$ cat src/rtl/lsu_pkg.sv
// Shared types and constants for the MEM-stage load/store unit.
// Width encoding matches the control unit's mem_width field.
package lsu_pkg;

    typedef enum logic [1:0] {
        IDLE     = 2'd0,
        REQ      = 2'd1,
        WAIT_RSP = 2'd2,
        DONE     = 2'd3
    } lsu_state_t;

    localparam logic [1:0] MEM_B = 2'b00;
    localparam logic [1:0] MEM_H = 2'b01;
    localparam logic [1:0] MEM_W = 2'b10;

    // Encoding 2'b11 behaves as a word access.
    function automatic logic is_word(input logic [1:0] width);
        return (width == MEM_W) || (width == 2'b11);
    endfunction

endpackage

$ cat src/rtl/lsu_align.sv
// Lane alignment: store data replication, write strobes and misalignment
// detection on the issue side; lane extraction and extension on the load side.
module lsu_align
    import lsu_pkg::*;
(
    input  logic [1:0]  st_addr_lo_i,
    input  logic [1:0]  st_width_i,
    input  logic [31:0] store_data_i,
    output logic [31:0] wdata_o,
    output logic [3:0]  wstrb_o,
    output logic        misaligned_o,
    input  logic [1:0]  ld_addr_lo_i,
    input  logic [1:0]  ld_width_i,
    input  logic        ld_unsigned_i,
    input  logic [31:0] rdata_i,
    output logic [31:0] load_ext_o
);

    logic [31:0] shifted;

    always_comb begin
        wdata_o      = store_data_i;
        wstrb_o      = 4'b1111;
        misaligned_o = 1'b0;
        if (st_width_i == MEM_B) begin
            wdata_o = {4{store_data_i[7:0]}};
            wstrb_o = 4'b0001 << st_addr_lo_i;
        end else if (st_width_i == MEM_H) begin
            wdata_o      = {2{store_data_i[15:0]}};
            wstrb_o      = 4'b0011 << st_addr_lo_i;
            misaligned_o = st_addr_lo_i[0];
        end else if (is_word(st_width_i)) begin
            misaligned_o = |st_addr_lo_i;
        end
    end

    // Move the addressed lane down to bit 0 before extending.
    always_comb begin
        shifted    = rdata_i >> {ld_addr_lo_i, 3'b000};
        load_ext_o = rdata_i;
        if (ld_width_i == MEM_B) begin
            load_ext_o = {{24{~ld_unsigned_i & shifted[7]}}, shifted[7:0]};
        end else if (ld_width_i == MEM_H) begin
            load_ext_o = {{16{~ld_unsigned_i & shifted[15]}}, shifted[15:0]};
        end
    end

endmodule

$ cat src/rtl/load_store_unit.sv
// MEM-stage load/store unit: captures an access, runs one bus request/response
// transaction with a response timeout, and stalls the pipeline meanwhile.
module load_store_unit
    import lsu_pkg::*;
#(
    parameter int TIMEOUT = 255
) (
    input  logic        clk,
    input  logic        rst,
    input  logic        mem_read,
    input  logic        mem_write,
    input  logic [1:0]  mem_width,
    input  logic        mem_unsigned,
    input  logic [31:0] addr,
    input  logic [31:0] store_data,
    input  logic        flush,
    output logic        stall,
    output logic [31:0] load_data,
    output logic        misaligned,
    output logic        bus_err,
    output logic        req_valid,
    input  logic        req_ready,
    output logic        req_we,
    output logic [31:0] req_addr,
    output logic [31:0] req_wdata,
    output logic [3:0]  req_wstrb,
    input  logic        rsp_valid,
    input  logic [31:0] rsp_rdata,
    output logic [1:0]  dbg_state
);

    localparam int CNT_W = $clog2(TIMEOUT + 1);

    // Handshakes: a request moves on the cycle req_valid && req_ready are both
    // high; rsp_valid is a single-cycle strobe honoured only in WAIT_RSP.

    lsu_state_t       state_q, state_d;
    logic [CNT_W-1:0] cnt_q, cnt_d;
    logic [31:0]      req_addr_q, req_wdata_q, load_data_q;
    logic [3:0]       req_wstrb_q;
    logic             req_we_q;
    logic [1:0]       width_q, addr_lo_q;
    logic             uns_q;

    logic [31:0] al_wdata, al_load;
    logic [3:0]  al_wstrb;
    logic        al_mis;
    logic        access, start, capture, latch_rsp, timeout;

    lsu_align u_align (
        .st_addr_lo_i (addr[1:0]),
        .st_width_i   (mem_width),
        .store_data_i (store_data),
        .wdata_o      (al_wdata),
        .wstrb_o      (al_wstrb),
        .misaligned_o (al_mis),
        .ld_addr_lo_i (addr_lo_q),
        .ld_width_i   (width_q),
        .ld_unsigned_i(uns_q),
        .rdata_i      (rsp_rdata),
        .load_ext_o   (al_load)
    );

    assign access = (mem_read | mem_write) & ~flush;
    assign start  = access & ~al_mis;

    always_comb begin
        state_d   = state_q;
        cnt_d     = cnt_q;
        capture   = 1'b0;
        latch_rsp = 1'b0;
        timeout   = 1'b0;
        case (state_q)
            IDLE: begin
                if (start) begin
                    capture = 1'b1;
                    state_d = REQ;
                end
            end
            REQ: begin
                if (req_ready) begin
                    cnt_d   = '0;
                    state_d = WAIT_RSP;
                end
            end
            WAIT_RSP: begin
                cnt_d = cnt_q + CNT_W'(1);
                // A response in the final counted cycle still wins over the error.
                if (rsp_valid) begin
                    latch_rsp = 1'b1;
                    state_d   = DONE;
                end else if (cnt_q == CNT_W'(TIMEOUT - 1)) begin
                    timeout = 1'b1;
                    state_d = DONE;
                end
            end
            DONE: begin
                state_d = IDLE;
            end
            default: begin
                state_d = IDLE;
            end
        endcase
    end

    always_ff @(posedge clk) begin
        if (rst) begin
            state_q     <= IDLE;
            cnt_q       <= '0;
            req_addr_q  <= '0;
            req_wdata_q <= '0;
            req_wstrb_q <= '0;
            req_we_q    <= 1'b0;
            width_q     <= '0;
            addr_lo_q   <= '0;
            uns_q       <= 1'b0;
            load_data_q <= '0;
        end else begin
            state_q <= state_d;
            cnt_q   <= cnt_d;
            if (capture) begin
                req_addr_q  <= {addr[31:2], 2'b00};
                req_wdata_q <= al_wdata;
                req_wstrb_q <= mem_write ? al_wstrb : 4'b0000;
                req_we_q    <= mem_write;
                width_q     <= mem_width;
                addr_lo_q   <= addr[1:0];
                uns_q       <= mem_unsigned;
            end
            if (latch_rsp) begin
                load_data_q <= req_we_q ? 32'd0 : al_load;
            end else if (timeout) begin
                load_data_q <= 32'd0;
            end
        end
    end

    // Combinational outputs are masked during reset so an aborted
    // transaction disappears from the bus in the reset cycle itself.
    assign stall      = ~rst & ((state_q == IDLE) ? start
                                : (state_q == REQ) || (state_q == WAIT_RSP));
    assign misaligned = ~rst & (state_q == IDLE) & access & al_mis;
    assign bus_err    = ~rst & timeout;
    assign req_valid  = ~rst & (state_q == REQ);
    assign req_we     = req_we_q;
    assign req_addr   = req_addr_q;
    assign req_wdata  = req_wdata_q;
    assign req_wstrb  = req_wstrb_q;
    assign load_data  = load_data_q;
    assign dbg_state  = state_q;

endmodule
$ cat config.mk
export PLATFORM = sky130hd
export DESIGN_NAME = load_store_unit
export DESIGN_NICKNAME = d
export VERILOG_FILES = /design/src/rtl/lsu_pkg.sv /design/src/rtl/lsu_align.sv /design/src/rtl/load_store_unit.sv
export SDC_FILE = /design/constraint.sdc
export NUM_CORES = 1
export LEC_CHECK = 0
export ABC_AREA = 1
export CAP_MARGIN = 20
export CORE_MARGIN = 10
export CORE_UTILIZATION = 43
export DETAILED_ROUTE_END_ITERATION = 10
export PLACE_DENSITY = 0.79
export RECOVER_POWER = 50
export SLEW_MARGIN = 20
export SYNTH_ARGS = -nofsm -noshare
export SYNTH_HDL_FRONTEND = slang
export SYNTH_SLANG_ARGS = --single-unit
$ cat constraint.sdc
create_clock -name clk -period 1.97 [get_ports clk]
set_input_delay 0.2955 -clock clk [delete_from_list [all_inputs] [get_ports clk]]
set_output_delay 0.2955 -clock clk [all_outputs]
set_load 0.02 [all_outputs]
==> flow_summary.toml <==
[sta]
setup_viol = 0
fin_crit_ns = 1.87
clock.fmax_mhz = 534
period_share_pct = 95.1
setup_slack_ns = 0.0956
whs_ns = 0.238
grt_setup_unrepaired = "true"
slew_violations = 0
hold_viol_final = 0
worst_clock_skew_ns = 0.0106

[critical_path]
arrival_ns = 1.58
r2r_cells = 8
critPathKind = "reg2out"
crit_path_end_kind = "output port"
rrSetupSlack_ns = 0.16
crit_required_ns = 1.67
rr_startpoint = "dbg_state[0]"
rr_endpoint = "cnt_q[4]"
start_kind = "flop"
cp_max_fo = 4

[clocking]
clock_sinks = 114
cts_buffers = 17
clockBufferDepth = 2
ctsRootBufferMaster = "clkbuf_16"
postCtsHoldBufs = 0
clock_latency_ns = 0.42
post-cts-setup-buffers = 0
cts_tree = "yes"
htreeDepth = 4
path_clk_slew_ns = 0.05

[place]
dpl.cell_count = 1203
pre_cts_slack_ns = -0.653
port_buffers = 210
place_congestion = 0.876
dp.final_hpwl_microns = 14800

[drt]
viasPerCell = 5.14
route.detailed.drc = 0
drt-total-wl_microns = 20200
ant_nets = 0
wl_per_cell_microns = 16.4
drtIter0Drc = 554
firstDrtPassIters = 5
via_count = 6356

[worst_hold_path]
hold_start = "rst"
hold_path.class = "in2reg"
holdPathEnd = "load_data[17]"
holdPathStages = 2

[power_and_ir_drop]
p_clk_share_pct = 34.8
pwr-share-comb_pct = 34.5
vdd_drop_max_mv = 0.630
power_density_nw_per_um2 = 1010
internal-power_w = 0.00556
power_frac_seq_pct = 30.7
switching_share_pct = 35.7
cellLeakagePower_nw = 3.63
total_power_w = 0.00864
switchingPower_w = 0.00308

[synthesis]
synth-simple-area-share_pct = 31.4
synthTopCellsByArea = "dfxtp_1 (41%), nand2_1 (14%), a21oi_1 (9.9%), nand3_1 (8.0%), nor2_1 (6.7%)"
yosys_warnings = 0
synthTopCellsByCount = "nand2_1 (213), dfxtp_1 (114), a21oi_1 (110), nor2_1 (100), nand3_1 (89)"
synth_adder_area_share_pct = 2.24
synth_edf_count = 0
netlist_instances = 837
synth_compound_area_share_pct = 15.9
synth_cell_type_count = 36
muxShareOfSynthArea_pct = 0
ys_seq_elements = 114
avgSynthCellArea_sq_um = 6.66
async_flop_share_pct = 0
yosysTopAreaCellShare_pct = 40.9
synthFlopType = "dfxtp_1"
synth_most_common_cell = "nand2_1"
yosysTopAreaCell = "dfxtp_1"
synthXorXnorAreaFrac_pct = 0.471
ys_seq_area_share_pct = 40.9
synth_top_family_by_area = "simple AND/OR/NAND/NOR gates"
synth_area_sq_um = 5580

[grt]
grt_overflow = 0
antenna_found_initial = 1
grt_max_degree = 69
grt_pass1_vias = 6235
grt_use_met3_pct = 11.5
grt_use_met1_pct = 24.0
use_met2_pct = 36.5
gr-max-usage-layer = "met2"
grt_pass1_wl_microns = 32100
grt_usage_pct = 22.1

[floorplan]
io_pins = 213
die_y_microns = 134
rows = 41
dieArea_sq_um = 17900
initial_core_util_pct = 44.0
core_sq_um = 12700
die_width_microns = 134

[cells_and_area]
fin_util_pct = 67.7
final_cells = 1236
layout.nets = 1166
area_delta_synth_final_pct = 53.9
drive_gt1_share_pct = 8.18
fillCellCount = 1098

[flow_run]
cap_violations = 0

[run_status]
status = "finished, final reports clean"
## power by group through the flow
stage	clock, W	combinational [W]	sequential (W)
3_5_place_dp	0	0.00300	0.00271
4_1_cts	0.00304	0.00303	0.00266
3_3_place_gp	0	0.00297	0.00270
2_1_floorplan	0	0.00153	0.00296
5_1_grt	0.00315	0.00327	0.00268
6_report	0.00301	0.00298	0.00265
## per-layer routing
layer	share of wire, %	vias up
met3	12	25
met1	39	2889
li1	-	3151
met4	1.5	0
met5	0	-
met2	47	291
## state kept, by name (all words and copies together) (netlist names), 2 cells and up
register   flops
req_wstrb      4
req_addr      30
width_q        2
req_wdata     32
dbg_state      2
addr_lo_q      2
load_data     32
cnt_q          8
## worst max-delay path: stages (launching register included)
cell,delay (ns)
dfxtp_1,0.33
inv_1,0.11
ha_2,0.22
inv_1,0.07
nor4_2,0.25
buf_4,0.18
## metrics by stage
step,cell area [sq um],TNS (ns)
2_1_floorplan,5590,0
3_3_place_gp,7990,-28.58
3_5_place_dp,7990,-30.94
4_1_cts,8560,0
5_1_grt,8580,-0.0528
6_report,8580,0
## worst max path at each step
stage                       from         end  slack (ns)  depth (start not counted)
floorplan           dbg_state[0]  misaligned        0.11                          5
global placement         addr[0]  misaligned       -0.65                          7
detailed placement       addr[0]  misaligned       -0.65                          7
CTS                 dbg_state[0]     bus_err        0.01                          7
global route        dbg_state[0]    cnt_q[4]       -0.02                          8
finish              dbg_state[1]  misaligned         0.1                          5
## timing repair
| action | 4_1_cts | 5_1_grt |
|---|---|---|
| gates cloned | 0 | 0 |
| setup endpoints to repair | 60 | 20 |
| pin swaps | 1 | 1 |
| gates resized for setup | 20 | 6 |
## layout make-up
class | instances | area [sq um] | area share, %
inverters | 70 | 263 | 3.06
flip-flops and latches | 114 | 2280 | 26.6
well taps | 172 | 215 | 2.51
clock buffers | 19 | 443 | 5.16
diodes | 1 | 2.50 | 0.0292
multi-input cells | 601 | 2820 | 32.9
clock inverters | 13 | 136 | 1.59
repair buffers | 246 | 2410 | 28.1
## kinds of logic after synthesis
| logic type | Yosys count |
|---|---|
| AO/OA/AOI/OAI | 164 |
| XOR/XNOR | 3 |
| adder cells (fa/ha/maj) | 10 |
| buffers and inverters | 123 |
| flip-flops | 114 |
| other | 1 |
| AND/OR/NAND/NOR | 422 |
## cell usage in the layout (no fill, tap or decap), types with 2 or more instances in the layout
cell,count
nand2_1,213
clkdlybuf4s50_1,115
dfxtp_1,114
a21oi_1,110
nor2_1,99
nand3_1,88
dlygate4sd3_1,88
inv_1,66
buf_4,33
o21ai_0,24
clkbuf_16,17
o211ai_1,9
o22ai_1,9
ha_1,8
o31ai_1,7
nand4_1,6
clkinvlp_4,4
clkinv_2,4
buf_12,4
inv_2,3
nor3_1,3
dlygate4sd2_1,3
nand2_2,2
nor2_2,2
or2_2,2
xor2_1,2
ha_2,2
conb_1,2
clkinv_4,2
bufinv_16,2
buf_6,2
Power figures use the tool's default switching activity.
